$ cat src/rtl/cpu_step_ctrl_if.sv
// Handshake bundle between the board I/O and the step controller.
// The master side drives the switches/key; the slave side is the controller.
interface cpu_step_ctrl_if #(
  parameter int CNT_W = 16
);
  logic             key_n;
  logic             mode;
  logic [1:0]       rate;
  logic             step_en;
  logic [CNT_W-1:0] step_count;
  logic             running;

  modport master (
    output key_n, mode, rate,
    input  step_en, step_count, running
  );

  modport slave (
    input  key_n, mode, rate,
    output step_en, step_count, running
  );
endinterface

$ cat src/rtl/cpu_step_ctrl.sv
// Execution-pacing controller: produces a one-cycle step_en for the core,
// either from a debounced key press (manual) or a clock divider (auto).
module cpu_step_ctrl #(
  parameter int CLK_HZ          = 50_000_000,
  parameter int DEBOUNCE_CYCLES = 500_000,
  parameter int CNT_W           = 16
) (
  input logic           clk,
  input logic           reset,
  cpu_step_ctrl_if.slave bus
);

  localparam int DIV_W = $clog2(CLK_HZ) + 1;
  localparam int DB_W  = $clog2(DEBOUNCE_CYCLES);
  localparam int P1    = (CLK_HZ >= 10)  ? CLK_HZ / 10  : 1;
  localparam int P2    = (CLK_HZ >= 100) ? CLK_HZ / 100 : 1;

  localparam logic [DIV_W-1:0] LAST0   = DIV_W'(CLK_HZ - 1);
  localparam logic [DIV_W-1:0] LAST1   = DIV_W'(P1 - 1);
  localparam logic [DIV_W-1:0] LAST2   = DIV_W'(P2 - 1);
  localparam logic [DB_W-1:0]  DB_LAST = DB_W'(DEBOUNCE_CYCLES - 1);

  logic [1:0]       key_s;
  logic [1:0]       mode_s;
  logic [1:0]       rate_s1;
  logic [1:0]       rate_s2;
  logic             key_sync;
  logic             running;

  logic             stable;
  logic             stable_d;
  logic [DB_W-1:0]  db_cnt;

  logic [1:0]       rate_q;
  logic [DIV_W-1:0] div;
  logic [DIV_W-1:0] div_last;
  logic             rate_chg;
  logic             div_hit;
  logic             press;
  logic             step_next;

  logic             step_en;
  logic [CNT_W-1:0] count;

  assign key_sync = key_s[1];
  assign running  = mode_s[1];

  // Two-flop synchronisers for the asynchronous board inputs.
  always_ff @(posedge clk) begin
    if (reset) begin
      key_s   <= 2'b11;
      mode_s  <= 2'b00;
      rate_s1 <= 2'b00;
      rate_s2 <= 2'b00;
    end else begin
      key_s   <= {key_s[0], bus.key_n};
      mode_s  <= {mode_s[0], bus.mode};
      rate_s1 <= bus.rate;
      rate_s2 <= rate_s1;
    end
  end

  // Debouncer: accept a new key level only after it has been stable long enough.
  always_ff @(posedge clk) begin
    if (reset) begin
      stable   <= 1'b1;
      stable_d <= 1'b1;
      db_cnt   <= '0;
    end else begin
      stable_d <= stable;
      if (key_sync == stable) begin
        db_cnt <= '0;
      end else if (db_cnt == DB_LAST) begin
        stable <= key_sync;
        db_cnt <= '0;
      end else begin
        db_cnt <= db_cnt + 1'b1;
      end
    end
  end

  // Period select, divider terminal count and step source selection.
  always_comb begin
    div_last = LAST0;
    case (rate_q)
      2'b00:   div_last = LAST0;
      2'b01:   div_last = LAST1;
      2'b10:   div_last = LAST2;
      default: div_last = '0;
    endcase
    rate_chg  = (rate_s2 != rate_q);
    div_hit   = (div == div_last);
    press     = stable_d & ~stable;
    // A rate change restarts the period, so the coinciding terminal count is dropped.
    step_next = running ? (div_hit & ~rate_chg) : press;
  end

  // Auto-mode divider; the registered rate copy tracks the synced switches.
  always_ff @(posedge clk) begin
    if (reset) begin
      rate_q <= 2'b00;
      div    <= '0;
    end else begin
      if (rate_chg) rate_q <= rate_s2;
      if (!running || rate_chg || div_hit) div <= '0;
      else div <= div + 1'b1;
    end
  end

  // Registered step enable and wrapping step counter.
  always_ff @(posedge clk) begin
    if (reset) begin
      step_en <= 1'b0;
      count   <= '0;
    end else begin
      step_en <= step_next;
      if (step_en) count <= count + 1'b1;
    end
  end

  assign bus.step_en    = step_en;
  assign bus.step_count = count;
  assign bus.running    = running;

endmodule

$ cat src/flat_wrapper.sv
// flat-port wrapper written by rule: the top's interface ports become plain ports
module cpu_step_ctrl_flat 
#(
  parameter int CLK_HZ          = 50_000_000,
  parameter int DEBOUNCE_CYCLES = 500_000,
  parameter int CNT_W           = 16
)
  (clk, reset, bus_key_n, bus_mode, bus_rate, bus_step_en, bus_step_count, bus_running);
  cpu_step_ctrl_if #(.CNT_W(CNT_W)) bus_i ();
  input logic clk;
  input logic reset;
  input wire logic [$bits(bus_i.key_n)-1:0] bus_key_n;
  input wire logic [$bits(bus_i.mode)-1:0] bus_mode;
  input wire logic [$bits(bus_i.rate)-1:0] bus_rate;
  output wire logic [$bits(bus_i.step_en)-1:0] bus_step_en;
  output wire logic [$bits(bus_i.step_count)-1:0] bus_step_count;
  output wire logic [$bits(bus_i.running)-1:0] bus_running;
  assign bus_i.key_n = bus_key_n;
  assign bus_i.mode = bus_mode;
  assign bus_i.rate = bus_rate;
  assign bus_step_en = bus_i.step_en;
  assign bus_step_count = bus_i.step_count;
  assign bus_running = bus_i.running;
  cpu_step_ctrl #(.CLK_HZ(CLK_HZ), .DEBOUNCE_CYCLES(DEBOUNCE_CYCLES), .CNT_W(CNT_W)) u_core (.clk(clk), .reset(reset), .bus(bus_i));
endmodule
$ cat config.mk
export PLATFORM = sky130hd
export DESIGN_NAME = cpu_step_ctrl_flat
export DESIGN_NICKNAME = d
export VERILOG_FILES = /design/src/rtl/cpu_step_ctrl_if.sv /design/src/rtl/cpu_step_ctrl.sv /design/src/flat_wrapper.sv
export SDC_FILE = /design/constraint.sdc
export NUM_CORES = 1
export LEC_CHECK = 0
export CORE_ASPECT_RATIO = 0.5
export CORE_MARGIN = 3
export CORE_UTILIZATION = 30
export DETAILED_ROUTE_END_ITERATION = 8
export GPL_TIMING_DRIVEN = 0
export PLACE_DENSITY = 0.48
export SLEW_MARGIN = 25
export SYNTH_ARGS = -nofsm -noshare
export SYNTH_HDL_FRONTEND = slang
export SYNTH_SLANG_ARGS = --single-unit
$ cat constraint.sdc
create_clock -name clk -period 3 [get_ports clk]
set_input_delay 0.6 -clock clk [delete_from_list [all_inputs] [get_ports clk]]
set_output_delay 0.6 -clock clk [all_outputs]
set_load 0.005 [all_outputs]
After elaboration in Yosys (flattened, before gate mapping)
Index checks and enable logic that the tools add are counted.

word-level totals
  bits in latches = 0
  output and inout port bits = 18
  input port bits = 6
  word-level logic and storage cells = 34
  bits in writable memories = 0
  memories = 0
  memory bits (read-only) = 0
  bits in registers = 75

cells by class
  multiplexer cells = 2
  reduce and logical (&&, ||, !) cells = 7
  shifts and indexed selects = 0
  add/sub/neg operators = 3
  equal/unequal tests = 6
  magnitude comparators = 0
  multipliers = 0
  bitwise logic cells = 5
  divide/modulo/power cells = 0

operators with widths
  kind                   count
  $pmux 26 s3            1
  $add 27x1->27 const B  1
  $eq 27x26->1           1
  $add 19x1->19 const B  1
  $eq 19x19->1 const B   1
  $add 16x1->16 const B  1
  $not 1->1              3
  $reduce_or 3->1        1
  $and 1x1->1            2
  $eq 2x1->1 const B     1
  $eq 2x2->1 const B     1
  $logic_not 2->1        1
  $logic_or 1x1->1       2
  $ne 2x2->1             1
  $reduce_and 2->1       1
  $reduce_or 2->1        1
  $eq 1x1->1             1
  $logic_not 1->1        1
  $mux 1                 1

Logic depth before layout (Yosys ltp)
Gate-level depths: netlist of run 1.

  depth in word-level cells = 5
  depth in mapped cells = 8
  depth with buffers taken out = 7

Worst setup path before layout of run 1
OpenSTA, ideal clock, no wires.

  kind = register to register
  from = reg u_core.rate_q[0]
  to = reg u_core.div[20]
  setup slack = 1.031 ns
  stages on the path, launching flop included = 9
  period minus slack after synthesis = 1.969 ns
  arrival time = 1.854 ns
  required time = 2.885 ns
  path buffers = 1
  path through = dfxtp_1 inv_1 ha_1 or3_1 a222oi_1 o21ai_1 o21bai_4 buf_6 nor2_1

between the ends
  longest elaborated chain between the ends = 5

RTL lines
  element                             RTL line              text
  start: declaration                  cpu_step_ctrl.sv:34   logic [1:0] rate_q;
  start signal: assignment            cpu_step_ctrl.sv:104  if (rate_chg) rate_q <= rate_s2;
  $eq 2x2->1 (tied with other cells)  cpu_step_ctrl.sv:85   case (rate_q)
  $pmux 26 s3                         cpu_step_ctrl.sv:85
  $eq 27x26->1                        cpu_step_ctrl.sv:92   div_hit = (div == div_last);
  $logic_or 1x1->1 (*)                cpu_step_ctrl.sv:105  if (!running || rate_chg || div_hit) div <= '0;
  $reduce_or 2->1 (no line) (*)       -
  end signal: assignment              cpu_step_ctrl.sv:106  else div <= div + 1'b1;
  end: declaration                    cpu_step_ctrl.sv:35   logic [DIV_W-1:0] div;

Every way passes the cells marked *; elsewhere a longest branch is shown, timed or not.
A chain may end at the register's enable or synchronous reset.

Final worst setup path of run 1
Ends and elaborated chain as after synthesis.

==> results of run 1 <==
## cell type report
| type | count | area, µm² | share of cell area |
|---|---|---|---|
| clock inverters | 5 | 63.8 | 0.0158 |
| repair buffers | 23 | 230 | 0.0571 |
| flip-flops and latches | 75 | 1500 | 0.372 |
| clock buffers | 11 | 233 | 0.0577 |
| plain buffers | 9 | 51.3 | 0.0127 |
| well taps | 140 | 175 | 0.0434 |
| inverters | 8 | 30.0 | 0.00744 |
| multi-input cells | 275 | 1750 | 0.434 |
## flip-flops by register name, indices dropped and copies added, names as in the netlist, 2 cells and up
register and cells:
u_core.div 27, u_core.bus.step_count 16, u_core.db_cnt 19, u_core.rate_s2 2
u_core.mode_s 2, u_core.rate_q 2, u_core.key_s 2, u_core.rate_s1 2
## worst max-delay path: stages (launching register included)
cell and delay [ps]:
dfxtp_1 480, inv_1 110, ha_1 320, or3_1 310, a222oi_1 290, o21ai_1 200, o21bai_4 260, buf_6 170
nor2_1 50
## stage by stage
| step | setup WS (ps) | instances | total power [µW] |
|---|---|---|---|
| 2_1_floorplan | 1030 | 367 | 1050 |
| 3_3_place_gp | 684 | 530 | 1070 |
| 3_5_place_dp | 656 | 530 | 1070 |
| 4_1_cts | 650 | 546 | 2150 |
| 5_1_grt | 514 | 546 | 2190 |
| 6_report | 698 | 546 | 2110 |
## layer usage
metal | vias to the layer above | wire [µm]
met5 | - | 0
met4 | 0 | 64
met3 | 7 | 191
met2 | 21 | 2700
met1 | 1109 | 3510
li1 | 1313 | -
## cell families after synthesis
group,Yosys count
AOI/OAI and AO/OA,14
and+or+nand+nor,194
xor gates and xnor gates,58
DFF,75
buffers and inverters,17
muxes,1
adders and majority gates,8
## cell usage in the layout, fill, tap and decap left out, drive strengths merged, types with 11 or more instances in the layout
| cell type | n |
|---|---|
| clkbuf | 15 |
| clkdlybuf4s50 | 23 |
| dfxtp | 75 |
| nand2 | 26 |
| nand3 | 19 |
| nand4 | 19 |
| nor2 | 68 |
| nor2b | 11 |
| xnor2 | 23 |
| xor2 | 35 |
## power breakdown
part / switching (µW) / internal, µW
clock: 418 / 649
combinational: 18.5 / 19.4
sequential: 3.92 / 1000
total: 440 / 1670
## final timing paths
kind              slack, ps              end  depth (start not counted)
hold reg to reg         410  u_core.key_s[1]                          1
hold / removal          410  u_core.key_s[1]                          1
setup / recovery        700   u_core.div[20]                          8
setup reg to reg        700   u_core.div[20]                          8
==> flow_results.org, run 1 <==
** Final layout
- Total Nets Final :: around 420
- Layout Utilization :: 0.384
- Fraction of final layout cells with drive strength greater than 1 :: 0.0739
- Filler Cells Inserted :: 1061
- 0 antenna diodes ended up in the layout.
- With fillers left out, the area of the finished cells amounts to 4030 µm².
- Syn-to-layout area delta :: 21.1%

** GRT
- The number of antenna violations at the first check in global routing is 0.
- The global routing stage identified its most utilized layer as met2.
- For this run, global-route usage on met1 was measured as 0.148.
- Entering global routing, the biggest net connects 14 pins.
- All-layer global routing usage :: 0.115
- The first global-routing pass estimated ~12000 µm of wire.
- In the global route stage, met2 resource usage came out at 0.177.
- Summed over all layers, the global routing overflow is 0.
- Number of global-route vias before repair :: ~2400
- Met3 Use GR :: 0.0393

** Clock network
- Cts repair resizes :: 0
- TritonCTS built the clock tree.
- The clock passes through at most 2 buffers.
- The root buffer cell chosen for the clock tree is clkbuf_16.
- Counting every sink on the clock net gives 75.
- H-tree lvl count :: 3
- Buffers added to address setup during post-CTS repair amount to 0.
- CTS buffer count :: 9
- The clock reaches the later pin of the worst-skew pair after 330 ps.
- Clock-pin slew reported for the worst setup and hold paths after clock tree synthesis :: 60 ps
- Hold-fix buffer count after cts :: 0

** Yosys
- Combined area of all synthesized cells :: 3330 µm²
- Register area share after synthesis :: 0.451
- Largest family of logic cells by synthesized area :: simple AND/OR/NAND/NOR gates
- Count of cell types in the netlist :: 43
- Simple logic cell fraction of the synthesized area :: 0.307
- In the synthesized netlist the dominant register cell turns out to be dfxtp_1.
- Post-synth ARST share :: 0
- Of the total synthesized cell area, the portion taken by XOR and XNOR cells is 0.152.
- The synthesized design spends more area on one cell type than any other, namely dfxtp_1.
- The Yosys step of the flow raised 0 warnings.
- By area the synthesized netlist is led by dfxtp_1, xor2_1, nor2_1.
- Synthesis produced a netlist with a net count of 381.
- Gate count of the mapped netlist :: approximately 370
- Cell with the most instances after synthesis :: dfxtp_1
- Post-synth EDFFs :: 0
- Synthesis inferred 75 register bits.
- Top post-synthesis cells by count :: dfxtp_1, nor2_1, xor2_1
- The portion of synthesized area spent on multiplexers is 0.00300.
- Mean post-synth cell area :: roughly 9 µm²
- Of the total synthesized cell area, the portion taken by full adders, half adders and majority gates is 0.0300.
- Top-area cell type share of the netlist area :: 0.451
- The share of the synthesized area in compound gates (AO/OA/AOI/OAI) was 0.0323.

** Timing
- Final hold violation count :: 0
- Post-route fraction of the period consumed by the critical path :: 0.767
- Setup repair after global routing left no endpoint under its margin.
- Final Max Tran Viols :: 0
- Counting I/O delays and the setup requirement, the final critical path takes ~2300 ps.
- Clock skew on the completed layout was measured at 8.78 ps.
- Slew at the pin closest to its max-slew limit :: 799 ps
- Final TNS setup :: 0 ps
- Static timing analysis puts the maximum clock frequency at 434 MHz.
- Setup violation total in the final timing report :: 0
- Worst rel slew slack :: 0.463
- Tightest hold margin :: 412 ps

** Placement
- Area after DPL :: 3740 µm²
- The congestion estimate from routability-driven global placement came to approximately 0.76.
- After legalization and detailed placement, the total HPWL measured 4660 µm.
- Buffers placed on the I/O ports in this run total 23.

** Floorplanning
- Count of boundary I/O pins :: 24
- In this run the standard cell core region covers 10500 µm².
- The floorplan step set the die width to 155 µm.
- For this configuration, the core starts out at a cell density of 0.317.
- Std-Cell Rows :: 26
- From bottom edge to top edge, the die measures 80.5 µm.
- The floorplan step defined a die boundary enclosing 12500 µm².

** Power
- Power density relative to cell area :: 523 nW/µm²
- The worst-case IR drop observed on VDD is 231 µV.
- For this design the static power due to leakage is 0.00134 µW.

** Drt
- For this run, design rule violations remaining after detail routing come to 0.
- Routed WL per cell :: 11.8 µm
- Number of iterations in the first detailed-routing pass :: 4
- Via-per-instance ratio :: ~4.5
- Number of nets with antenna violations after detailed routing :: 0
- Count of vias placed by the detailed router :: 2450
- Wire length reported by the detailed router :: 6460 µm
- Iter 0 DRT Violations :: 101

** Setup path
- Required time at the endpoint of the critical path :: ~3200 ps
- For the worst setup path, the data arrival time is approximately 2500 ps.
- Type of element launching the critical path :: register
- Along the worst path, the maximum fanout reaches 10.
- Critical Path Sink Type :: register
- Crit. Startpoint :: u_core.rate_q[0]
- By startpoint and endpoint, the worst setup path is classified as register to register.
- In this run the critical register-to-register path is launched from u_core.rate_q[0].

** Hold path
- In this run the most critical hold path is launched from u_core.key_s[0].
- The tightest min-delay check is of the register to register type.

** Job
- Number of violations of the max-capacitance limit :: 0

** Run status
- Outcome :: finished clean
No activity file was read; power rests on OpenSTA's default activity.
==> run 2: changes to the inputs <==
PLACE_DENSITY = 0.5   (was 0.48)
clock period = 1.92 ns   (was 3 ns; I/O delays follow)
==> run 2 against run 1 <==
The flow now finishes with violations (negative setup slack). Final cell count rose by 1.8%. Clock skew fell by 2.6 ps. Sequential power rose by 55%. Clock power rose by 72%. Critical endpoint is now u_core.div[13]. Highest routed layer unchanged.
==> flow_results.org, run 2 (synthesis gave the netlist of run 1 again) <==
** Setup path
- Cell with the biggest individual delay on the critical path :: dfxtp_4
- Type of element launching the critical path :: register
- Critical Path Sink Type :: register
- CP Cell Sequence :: inv_4 > ha_4 > or3_1 > a222oi_1 > o21ai_2 > o21bai_4 > buf_6 > nor2_1
- On the worst path, the slowest cell contributes a delay of 390 ps.
- CP Data Arrival Time :: about 2300 ps
- The cell family contributing the most delay on the critical path is compound AO/OA/AOI/OAI gates.
- Required time at the endpoint of the critical path :: about 2100 ps
- CP Class :: register to register
- In this run the worst path has a maximum fanout of 5.
- The number of buffers and inverters on the critical path is 2.

** Run status
- Violated checks :: negative setup slack
- Outcome :: complete, but fails checks

** Job
- Number of violations of the max-capacitance limit :: 0

** Final layout
- Fraction of final layout cells with drive strength greater than 1 :: 0.149
- Top library cells by usage in the layout, fill and taps aside :: dfxtp_1, nor2_1, xor2_1
- Fin cells :: 556
- Flip-flop count of the largest register after layout :: 27
- Top reg by flops :: u_core.div
- Number of antenna diodes :: 0
- After the last flow step, the layout net total stands at 425.
- Leading cell type in the layout, fill and taps excluded :: dfxtp_1
- The layout has 1045 filler cells.
- The area growth from synthesis to layout is 27.4%.
- The finished cells cover 4240 µm².

** Power
- VDD sags by at most 492 µV.
- Of the total power, combinational logic draws 0.021.
- Cell internal power was estimated by the tool at about 2800 µW.
- Of the total power, the share spent switching nets is 0.200.
- Power density relative to cell area :: 822 nW/µm²
- Proportion of power drawn by the clock network :: 0.528
- For this design the static power due to leakage is 0.00142 µW.
- The share of total power dissipated in sequential elements is 0.451.
- Switching power total :: between 600 and 700 µW

** Clock network
- Skew-Pair Late Insertion Delay :: roughly 330 ps
- Hold-fix buffer count after cts :: 0
- Clock-pin slew reported for the worst setup and hold paths after clock tree synthesis :: 60 ps
- The tree built by TritonCTS fans out to 75 sinks.
- TritonCTS created 9 clock buffers.
- H-tree lvl count :: 3
- TritonCTS clock tree :: yes
- The root buffer cell chosen for the clock tree is clkbuf_16.
- Max Root-Sink Buffers :: 2

** Placement
- I/O Buffers :: 23
- Including well taps, the total number of placed cells is 530.
- GPL Wtd Cong :: approximately 0.75
- Area after DPL :: 3740 µm²
- HPWL reported at the end of detailed placement :: 4730 µm

** Floorplanning
- Std-Cell Rows :: 26
- Die width :: 155 µm
- Placeable core region :: ~11000 µm²
- The die covers 12500 µm².
- The floorplan step set the die height to 80.5 µm.
- For this configuration, the core starts out at a cell density of 0.317.
- Count of boundary I/O pins :: 24

** Timing
- Slack of the critical path :: -139 ps
- Worst rel slew slack :: 0.700
- Setup violation total in the final timing report :: 24
- Subtracting the final worst setup slack from the clock period gives 2060 ps.
- For the pin with the worst max-slew slack, the measured transition is 448 ps.
- Setup repair after global routing could not meet its margin everywhere.
- Timing-limited maximum frequency :: 486 MHz
- In the finished design, the share of the clock period the worst path needs comes to 1.07.
- The clock arrives with 6.17 ps of skew.
- Final Max Tran Viols :: 0
- The total count of hold-check failures in the final report came to 0.

** Drt
- Wire length reported by the detailed router :: between 6000 and 7000 µm
- The detailed router finished its first iteration with about 130 violations.
- Highest metal layer with signal wires :: met4
- After detailed routing, the met2 layer carries between 2000 and 3000 µm of wire.
- The detail route stage leaves a number of antenna-violating nets equal to 0.
- Remaining design rule violation count :: 0
- Before antenna repair, the detailed router went through 4 iterations.
- Routed WL per cell :: 12.1 µm
- Metal3 WL :: 228 µm
- The final route contains ~2500 vias.
- Routed length on met1 :: 3640 µm
- Using the TritonRoute via totals, the vias-per-cell ratio works out to 4.57.

** GRT
- The first global-routing pass estimated ~12000 µm of wire.
- Entering global routing, the biggest net connects 15 pins.
- All-layer global routing usage :: 0.117
- Global route total overflow :: 0
- The via count of the first global-routing pass is between 2000 and 2500.
- The number of antenna violations at the first check in global routing came to 0.

** Hold path
- The path class of the tightest hold or removal check is register to register.
## run 2: routing by layer
| layer | track usage | vias to the layer above |
|---|---|---|
| met3 | 0.0404 | 9 |
| met4 | 0.0291 | 0 |
| met5 | 0 | - |
| met2 | 0.174 | 36 |
| li1 | - | 1331 |
| met1 | 0.160 | 1164 |
## run 2: repair_timing
item | 4_1_cts | 5_1_grt
endpoints found under the setup margin | 32 | 37
resized for setup | 20 | 10
gates cloned | 2 | 0
buffers inserted | 5 | 3
hold endpoints to repair | 0 | 0
pin swaps | 6 | 15
## run 2: power by group through the flow
stage / combinational, µW / clock [µW] / sequential, µW
4_1_cts: 73.0 / 1910 / 1570
2_1_floorplan: 37.9 / 0 / 1610
6_report: 73.0 / 1840 / 1570
5_1_grt: 80.9 / 1950 / 1570
3_3_place_gp: 60.9 / 0 / 1610
3_5_place_dp: 61.5 / 0 / 1610
## run 2: cell type report
| type | count | area, µm² | share of cell area |
|---|---|---|---|
| Buffer | 9 | 53.8 | 0.0127 |
| Tap cell | 140 | 175 | 0.0413 |
| Inverter | 8 | 32.5 | 0.00767 |
| Clock buffer | 10 | 239 | 0.0563 |
| Multi-Input combinational cell | 275 | 1820 | 0.429 |
| Clock inverter | 6 | 95.1 | 0.0224 |
| Timing Repair Buffer | 33 | 320 | 0.0755 |
| Sequential cell | 75 | 1510 | 0.355 |
## run 2: worst paths after layout
| path | start | endpoint | slack, ps | depth (start not counted) |
|---|---|---|---|---|
| hold reg to reg | u_core.key_s[0] | u_core.key_s[1] | 410 | 1 |
| setup / recovery | u_core.rate_q[0] | u_core.div[13] | -140 | 8 |
| hold / removal | u_core.key_s[0] | u_core.key_s[1] | 410 | 1 |
| setup reg to reg | u_core.rate_q[0] | u_core.div[13] | -140 | 8 |
## run 2: through the flow
stage / hold WS, ps / setup TNS, ps / power, µW / util / setup slack, ps
after floorplan: 389 / 0 / 1640 / - / 12.8
after detailed placement: 396 / -8430 / 1670 / 0.356 / -322
after global placement: 396 / -7700 / 1670 / 0.356 / -303
after CTS: 412 / -2780 / 3550 / 0.399 / -130
after global routing: 425 / -5230 / 3610 / 0.404 / -240
final: 411 / -3060 / 3490 / 0.404 / -139
## run 2: worst reg2reg max path, cell delays in order, from the launching register on
cell	delay (ps)
dfxtp_4	390
inv_4	50
ha_4	200
or3_1	300
a222oi_1	360
o21ai_2	140
o21bai_4	290
buf_6	180
nor2_1	40
==> run 3: changes to the inputs <==
REMOVE_ABC_BUFFERS = 1   (was unset)
==> run 3 against run 2 <==
The run still ends with negative setup slack left. Core utilization grew 0.76 points. Critical path depth is 1 higher. Power is 4.8% lower. Final cell count fell by 0.72%. Sequential power about the same. Critical path type unchanged. Critical endpoint is now u_core.div[25]. Highest routed layer unchanged.
==> flow_results.org, run 3 (synthesis gave the netlist of run 1 again) <==
** Final layout
- Top library cells by usage in the layout, fill and taps aside :: dfxtp_1, nor2_1, xor2_1
- Of the cells placed in the final design, the portion with a size suffix greater than 1 is 0.180.
- Leading cell type in the layout, fill and taps excluded :: dfxtp_1
- Flip-flop count of the largest register after layout :: 27
- The number of antenna diodes in the final layout is 0.
- Total Nets Final :: around 420
- Once layout is complete, the utilization of the core stands at 0.412.
- From synthesis to final layout, the design area changed by 29.8%.
- Top reg by flops :: u_core.div

** Timing
- Final setup skew :: 7.54 ps
- The total count of hold-check failures in the final report was 0.
- For the pin with the worst max-slew slack, the measured transition is 749 ps.
- The number of pins exceeding their max-slew limit in the final report was 0.
- Setup repair after global routing could not meet its margin everywhere.
- Post-route fraction of the period consumed by the critical path :: 1.08
- Summed over all failing endpoints, the final setup total negative slack is -3130 ps.
- Slack of the critical path :: -145 ps
- In this run the tightest slew margin relative to its limit is 0.497.
- Final min period :: 2060 ps
- Setup violations remaining at the end of the flow were counted as 24.
- Timing-limited maximum frequency :: 484 MHz

** Floorplanning
- The initial utilization of the core area, before any placement, comes to 0.317.
- The floorplan step defined a die boundary enclosing 12500 µm².
- From bottom edge to top edge, the die measures 80.5 µm.
- Placeable core region :: between 10000 and 15000 µm²
- From left edge to right edge, the die measures 155 µm.
- Count of boundary I/O pins :: 24
- In this run the core area contains 26 standard-cell rows.

** GRT
- Number of global-route vias before repair :: 2412
- Global route total overflow :: 0
- Largest net degree at the start of global routing :: 31
- All-layer global routing usage :: 0.120
- Number of antenna violations at the first check in global routing :: 0
- Global-route wire length before repair :: 11800 µm

** Clock network
- The H-tree was split into 3 levels.
- Max Root-Sink Buffers :: 2
- TritonCTS built the clock tree.
- Num Clock Sinks :: 75
- Skew-Pair Late Insertion Delay :: between 300 and 400 ps
- After clock tree synthesis, the clock-pin slew on the worst setup and hold paths is 60 ps.
- Root Buffer Master :: clkbuf_16
- CTS buffer count :: 9

** Job
- Number of violations of the max-capacitance limit :: 0

** Drt
- Iter 0 DRT Violations :: 110
- Remaining design rule violation count :: 0
- In the routed layout, each cell is associated on average with a via count of 4.57.
- Wire length reported by the detailed router :: 7030 µm
- The first detailed-routing pass ran for 4 iterations.
- The routed layout has 2525 vias.
- Number of nets with antenna violations after detailed routing :: 0
- Dividing the detail-routed wire length by the instance count gives approximately 13 µm.

** Setup path
- In this run the worst path has a maximum fanout of 6.
- Required time at the endpoint of the critical path :: 2140 ps
- For the worst flop-to-flop path, the logic depth is 9.
- CP Class :: register to register
- At the worst endpoint, the arrival time is between 2000 and 2500 ps.
- Critical Path Sink Type :: register
- STA classifies the critical path startpoint as a register.

** Placement
- The congestion estimate from routability-driven global placement came to 0.744.
- I/O Buffers :: 23
- HPWL reported at the end of detailed placement :: 4440 µm

** Run status
- Violated checks :: negative setup slack
- Outcome :: complete, but fails checks

** Hold path
- Instance count along the most critical hold path :: 1
- Class of the worst hold path :: register to register

** Power
- Design Power :: between 3000 and 4000 µW
- Summed over all cells, the static leakage comes to 0.00145 µW.
- Dividing total power by cell area gives a power density of approximately 770 nW/µm².
- The worst-case IR drop observed on VDD is 402 µV.
-- run 3: cell count changes in the layout (fill, tap and decap cells not counted), sizes merged --
| cell | before | now |
|---|---|---|
| clkbuf | 15 | 11 |
| bufinv | 2 | 1 |
| o21bai | 2 | 3 |
| inv | 10 | 8 |
| clkinv | 2 | 5 |
| clkdlybuf4s50 | 23 | 22 |
-- run 3: path summary, 6_finish.rpt --
path | slack, ps | end | start
worst max register to register | -140 | u_core.div[25] | u_core.rate_q[0]
worst min register to register | 410 | u_core.key_s[1] | u_core.key_s[0]
worst min-delay path | 410 | u_core.key_s[1] | u_core.key_s[0]
worst max-delay path | -140 | u_core.div[25] | u_core.rate_q[0]
-- run 3: final cells by class --
type / instances / area [µm²]
clock buffer: 10 / 229
fill: 1042 / 6180
timing repair buffer: 37 / 392
multi-input combinational: 276 / 1920
sequential: 75 / 1510
inverter: 8 / 32.5
clock inverter: 6 / 66.3
tap: 140 / 175
-- run 3: worst max-delay path, cell delays in order, from the launching register on --
cell and delay [ps]:
dfxtp_4 360, buf_6 130, ha_4 150, o21ba_4 210
a222oi_1 430, o21ai_2 120, buf_6 150, o21bai_4 180
buf_8 170, nor2_1 40
-- run 3: timing repair --
| item | CTS | global route |
|---|---|---|
| hold buffers | 0 | 0 |
| cloned | 2 | 1 |
| setup endpoints to repair | 24 | 26 |
| pin swaps | 13 | 15 |
| gates resized for setup | 24 | 28 |
| buffers inserted | 11 | 3 |
-- run 3: where the power goes --
| group | internal [µW] | switching (µW) |
|---|---|---|
| clock | 1010 | 660 |
| sequential | 1570 | 5.77 |
| combinational | 40.0 | 38.5 |
-- run 3: routing by layer --
layer / wire length, µm / vias up / part of all wire / track usage
li1: - / 1331 / - / -
met1: 3590 / 1154 / 0.51 / 0.158
met2: 3100 / 32 / 0.44 / 0.182
met3: 265 / 8 / 0.038 / 0.0436
met4: 80 / 0 / 0.011 / 0.0370
met5: 0 / - / 0 / 0
-- run 3: through the flow --
stage / cells / setup WS, ps / instance area (µm²) / hold slack [ps]
after global routing: 552 / -221 / 4320 / 441
after global placement: 521 / -781 / 3690 / 397
after CTS: 550 / -160 / 4230 / 414
after floorplan: 358 / -128 / 3280 / 389
after detailed placement: 521 / -613 / 3680 / 399
final: 552 / -145 / 4320 / 411
==> edit 1: new RTL, flow settings as in run 2 <==
`CLK_HZ` is set to 50_000_000 in 2 places; all go to 25_000_000.
--- a/src/rtl/cpu_step_ctrl.sv
+++ b/src/rtl/cpu_step_ctrl.sv
@@ -1,7 +1,7 @@
 // Execution-pacing controller: produces a one-cycle step_en for the core,
 // either from a debounced key press (manual) or a clock divider (auto).
 module cpu_step_ctrl #(
-  parameter int CLK_HZ          = 50_000_000,
+  parameter int CLK_HZ          = 25_000_000,
   parameter int DEBOUNCE_CYCLES = 500_000,
   parameter int CNT_W           = 16
 ) (
--- a/src/flat_wrapper.sv
+++ b/src/flat_wrapper.sv
@@ -1,7 +1,7 @@
 // flat-port wrapper written by rule: the top's interface ports become plain ports
 module cpu_step_ctrl_flat 
 #(
-  parameter int CLK_HZ          = 50_000_000,
+  parameter int CLK_HZ          = 25_000_000,
   parameter int DEBOUNCE_CYCLES = 500_000,
   parameter int CNT_W           = 16
 )
Behaviour: same outputs for any inputs over 10 cycles, from zero or initial values and one cycle with reset high; that may be too few to reach the edited logic, so the function may still have changed.
==> edit 1 against run 2 <==
The run still ends with negative setup slack left; clock skew is 1.5 ps higher; synthesized area is 0.34% lower; synthesized cell count is 2.2% higher; sequential cell count is 1 lower; critical path depth is 1 higher; total power is 7.2% lower; count of clock-buffer cells in the layout stayed put; worst setup slack better by 69 ps; die area is 0.32% lower; routed wire length is 4.8% higher; cell area is 0.32% lower; non-clock buffer count is 2 higher.
==> edit 1: results (changes against run 2) <==
INFO  synth          cell_count_after_synthesis=375 [+2.2%]
INFO  run_status     failed_checks=negative setup slack
INFO  global_route   first_global_vias=2405 [+0.29%]
INFO  layout         largest_register_ff_count=26 [-3.7%]
INFO  placed_design  post-place-ws=-287ps [+35.4 ps]
INFO  sta            finalClockSkew=7.63ps [+1.46 ps]
INFO  layout         finalNetCount=433 [+1.9%]
INFO  worst_setup_path critical-path-top-delay-family=simple AND/OR/NAND/NOR gates
INFO  detailed_routing wire_per_inst=12.5µm [+3.3%]
INFO  synth          synth_top_area_share=44.6% [-0.45 points]
INFO  hold_path      worst_hold_path_type=reg2reg
INFO  layout         layoutNonFillerInstCount=564 [+1.4%]
INFO  worst_setup_path cp_slowest_cell=sky130_fd_sc_hd__or3_4
INFO  sta            final-setup-viol-count=21 [-13%]
INFO  layout         layout_cells_sized_above_1=14.4% [-0.52 points]
INFO  power          irDropWorstVdd=302µV [-39%]
INFO  global_route   global_route.usage.total=12.2% [+0.55 points]
INFO  synth          synth.lib_cells_used.distinct=41 [-4.7%]
INFO  placed_design  place.detailed.instances=538 [+1.5%]
INFO  run_status     outcome=finished with violations
INFO  worst_setup_path worstPathArrival=2210ps [-70 ps]
INFO  synth          syn_nets=389 [+2.1%]
INFO  cts            clock_latency=340ps
INFO  sta            setup_tns=-1140ps [+1920 ps]
INFO  synth          ys_seq_area_share=44.6% [-0.45 points]
INFO  sta            max_slew_margin=69.3% [-0.69 points]
INFO  power          power.static_leakage=1.36nW [-4.7%]
INFO  synth          yosys-top-cells-area=sky130_fd_sc_hd__dfxtp_1, sky130_fd_sc_hd__xnor2_1, sky130_fd_sc_hd__nor2_1, sky130_fd_sc_hd__xor2_1, sky130_fd_sc_hd__nand4_1
INFO  detailed_routing initialDrtViolationCount=102 [-20%]
INFO  global_route   grt_pass1_wl=12.0mm [+2.2%]
INFO  sta            final_worst_setup_slack=-69.4ps [+69.4 ps]
INFO  placed_design  finalWeightedCongestion=0.756 [+1.2%]
## edit 1: stage by stage
stage                     total power [mW]  area, µm²  hold WS (ps)
after floorplan                       1.62       3320           389
after global placement                1.65       3730           413
after detailed placement              1.65       3730           406
after CTS                             3.28       4170           432
after global routing                  3.34       4230           451
final                                 3.24       4230           424
## edit 1: worst paths after layout
path	slack, ps	depth (start not counted)	end
hold reg to reg	420	1	u_core.key_s[1]
setup reg to reg	-70	9	u_core.div[19]
hold / removal	420	1	u_core.key_s[1]
setup / recovery	-70	9	u_core.div[19]
## edit 1: power breakdown
| group | leakage [nW] | switching, mW | internal, mW |
|---|---|---|---|
| logic | 0.624 | 0.0377 | 0.0401 |
| clock network | 0.132 | 0.686 | 0.921 |
| registers | 0.601 | 0.00615 | 1.54 |
| total | 1.36 | 0.730 | 2.51 |
## edit 1: cell families (layout without fill, tap and decap cells)
kind of cell    after synthesis  count (layout)  synth area share (%)
compound gates               27              27                  5.54
xor+xnor                     52              52                  13.7
fa+ha+maj                     8               8                  3.01
buf+inv                      24              73                  3.50
flops                        74              74                  44.6
mux                           1               1                 0.301
simple gates                189             189                  29.3
## edit 1: area by class of cell
type,count,area [µm²]
fillers,1059,6240
multi-input cells,277,1820
flip-flops and latches,74,1490
repair buffers,33,325
clock buffers,10,239
well taps,140,175
plain buffers,11,80.1
inverters,13,51.3
clock inverters,6,48.8
## edit 1: repair_timing
| item | in CTS | in global routing |
|---|---|---|
| pin swaps | 1 | 1 |
| setup endpoints to repair | 39 | 35 |
| gates cloned | 1 | 0 |
| gates resized for setup | 20 | 13 |
| setup buffers | 7 | 2 |
## edit 1: routing by layer
layer | wire length [µm] | global-route usage, %
met5 | 0 | 0
met4 | 111 | 4.23
met3 | 268 | 3.88
met2 | 3010 | 19.2
met1 | 3660 | 15.9
==> edit 2: new RTL, settings of run 2 <==
Without the edit above. Reset style: asynchronous (`reset`), changed in 4 clocked blocks.
--- a/src/rtl/cpu_step_ctrl.sv
+++ b/src/rtl/cpu_step_ctrl.sv
@@ -46,7 +46,7 @@
   assign running  = mode_s[1];
 
   // Two-flop synchronisers for the asynchronous board inputs.
-  always_ff @(posedge clk) begin
+  always_ff @(posedge clk or posedge reset) begin
     if (reset) begin
       key_s   <= 2'b11;
       mode_s  <= 2'b00;
@@ -61,7 +61,7 @@
   end
 
   // Debouncer: accept a new key level only after it has been stable long enough.
-  always_ff @(posedge clk) begin
+  always_ff @(posedge clk or posedge reset) begin
     if (reset) begin
       stable   <= 1'b1;
       stable_d <= 1'b1;
@@ -96,7 +96,7 @@
   end
 
   // Auto-mode divider; the registered rate copy tracks the synced switches.
-  always_ff @(posedge clk) begin
+  always_ff @(posedge clk or posedge reset) begin
     if (reset) begin
       rate_q <= 2'b00;
       div    <= '0;
@@ -108,7 +108,7 @@
   end
 
   // Registered step enable and wrapping step counter.
-  always_ff @(posedge clk) begin
+  always_ff @(posedge clk or posedge reset) begin
     if (reset) begin
       step_en <= 1'b0;
       count   <= '0;
Behaviour: differs if reset is asserted again (counterexample within 4 cycles, from zero or initial values and one cycle with reset high); with reset held inactive, the same outputs for 10 cycles.
==> edit 2 against run 2 <==
The flow still finishes with violations (negative setup slack); routed wire length grew 19%; sequential share of layout area rose by 3.6 points; cell area up 14%; utilization up 1.5 points; sequential cell count did not move; synthesized area grew 11%; highest routed layer unchanged; worst hold slack got worse by 58 ps; worst setup slack worse by 10 ps; largest cell class unchanged; critical endpoint is now u_core.div[25]; first-iteration DRC count up 13%.
Power is not compared: it rests on default switching activity, and its combinational part moved more than twofold at a synthesized area within 25%.
==> edit 2: results (changes against run 2) <==
INFO  hold_path      min_delay_path_depth=0 [-1]
INFO  sta            max_slew_margin=63.8% [-6.2 points]
INFO  layout         regArea=0.00188mm² [+25%]
INFO  layout         layout_cells_sized_above_1=26.2% [+11 points]
INFO  worst_setup_path slowest_delay=430ps [+40 ps]
INFO  global_route   global_route.usage.total=12.5% [+0.88 points]
INFO  placed_design  place.detailed.instances=521 [-1.7%]
INFO  run_status     outcome=finished with violations
INFO  synth          ys_seq_area_share=50.8% [+5.7 points]
INFO  worst_setup_path critical-path-top-delay-family=simple AND/OR/NAND/NOR gates
INFO  sta            finalHoldWorstSlack=354ps [-57.5 ps]
INFO  synth          netlist_top_cells_count=sky130_fd_sc_hd__dfrtp_1, sky130_fd_sc_hd__nor2_1, sky130_fd_sc_hd__xor2_1, sky130_fd_sc_hd__xnor2_1, sky130_fd_sc_hd__nand3_1
INFO  layout         multi_input_gates=242 [-12%]
INFO  run_status     failed_checks=negative setup slack
INFO  worst_setup_path r2r_end=u_core.div[25]
INFO  placed_design  placed_area=0.00419mm² [+12%]
INFO  synth          syn_nets=351 [-7.9%]
INFO  hold_path      worst_hold_path_type=reg2reg
INFO  hold_path      hold-path-endpoint=u_core.mode_s[1]
INFO  global_route   grt_max_degree=33 [+18]
INFO  worst_setup_path reg2reg_depth=10 [+2]
INFO  sta            final-setup-viol-count=23 [-4.2%]
INFO  layout         layout.buffer.nonclock.area_share=9.78% [+0.97 points]
INFO  synth          syn-mean-instance-area=11.0µm² [+21%]
INFO  layout         nonClockInverterCount=8 [unchanged]
INFO  layout         postLayoutCellArea=0.00482mm² [+14%]
INFO  synth          async_flop_share=100% [+100 points]
INFO  layout         filler_cell_count=1089 [+4.2%]
INFO  worst_setup_path cp_slowest_cell=sky130_fd_sc_hd__dfrtp_2
INFO  placed_design  finalWeightedCongestion=0.772 [+3.2%]
INFO  detailed_routing num_vias=2590 [+2.0%]
INFO  placed_design  detailedPlacementHpwl=5.52mm [+17%]
INFO  layout         multi_input_area_share=39.3% [-3.6 points]
INFO  detailed_routing wire_per_inst=14.7µm [+21%]
INFO  synth          commonest_register_cell_after_synthesis=sky130_fd_sc_hd__dfrtp_1
INFO  synth          synth.lib_cells_used.distinct=41 [-4.7%]
INFO  placed_design  post-place-ws=-303ps [+19.4 ps]
INFO  sta            finalClockSkew=6.43ps [+0.259 ps]
INFO  floorplanning  floorplan.rows=27 [+3.8%]
INFO  global_route   grt_antenna_before_repair=0 [unchanged]
INFO  layout         buffers=45 [+7.1%]
INFO  worst_setup_path r2r-start=u_core.rate_q[0]
INFO  sta            final_worst_setup_slack=-149ps [-10.4 ps]
INFO  global_route   first_global_vias=2740 [+14%]
INFO  layout         nClkBuffers=11 [+1]
INFO  detailed_routing initialDrtViolationCount=145 [+13%]
INFO  hold_path      worst_hold_startpoint=u_core.mode_s[0]
INFO  layout         finalNetCount=395 [-7.1%]
INFO  layout         final-clk-cell-share=6.98% [-0.89 points]
-- edit 2: changes by cell type after synthesis, sizes merged, moves of 4 or more --
cell / run 2 / this run
nand3: 19 / 26
dfxtp: 75 / 0
nor2b: 11 / 1
dfrtp: 0 / 71
dfstp: 0 / 4
nor3: 8 / 28
or3: 5 / 1
nor2: 68 / 35
xnor2: 23 / 27
nand2: 26 / 21
-- edit 2: repair_timing --
| action | in CTS | in global routing |
|---|---|---|
| gates cloned | 1 | 0 |
| resized for setup | 24 | 22 |
| endpoints found under the setup margin | 32 | 38 |
| pin swaps | 10 | 9 |
| setup buffers | 7 | 3 |
-- edit 2: metrics by stage --
stage / setup TNS (ps) / total power, mW
after floorplan: 0 / 1.74
after global placement: -17760 / 1.78
after detailed placement: -6370 / 1.80
after CTS: -1940 / 3.73
after global routing: -3610 / 3.82
final: -2020 / 3.69
-- edit 2: worst max-delay path by stage --
stage                           to             start  cells past startpoint
finish              u_core.div[25]  u_core.rate_q[0]                     10
global route        u_core.div[19]  u_core.rate_q[0]                     10
CTS                  u_core.div[2]  u_core.rate_q[0]                     10
detailed placement  u_core.div[17]  u_core.rate_q[0]                      9
global placement    u_core.div[18]  u_core.rate_q[0]                      9
floorplan           u_core.div[16]  u_core.rate_q[0]                      9
-- edit 2: metal layers --
metal | vias to the layer above | track usage (%) | part of all wire [%]
met5 | - | 0 | 0
met4 | 0 | 3.53 | 1.2
met3 | 10 | 3.10 | 3.5
met2 | 30 | 19.6 | 47
met1 | 1294 | 17.3 | 48
li1 | 1256 | - | -
-- edit 2: logic make-up after synthesis --
family	synth area share, %
XOR/XNOR	14.7
AO/OA/AOI/OAI	1.35
multiplexers	0.608
buffers and inverters	3.28
flip-flops	50.8
adder cells (fa/ha/maj)	2.70
AND/OR/NAND/NOR	26.6
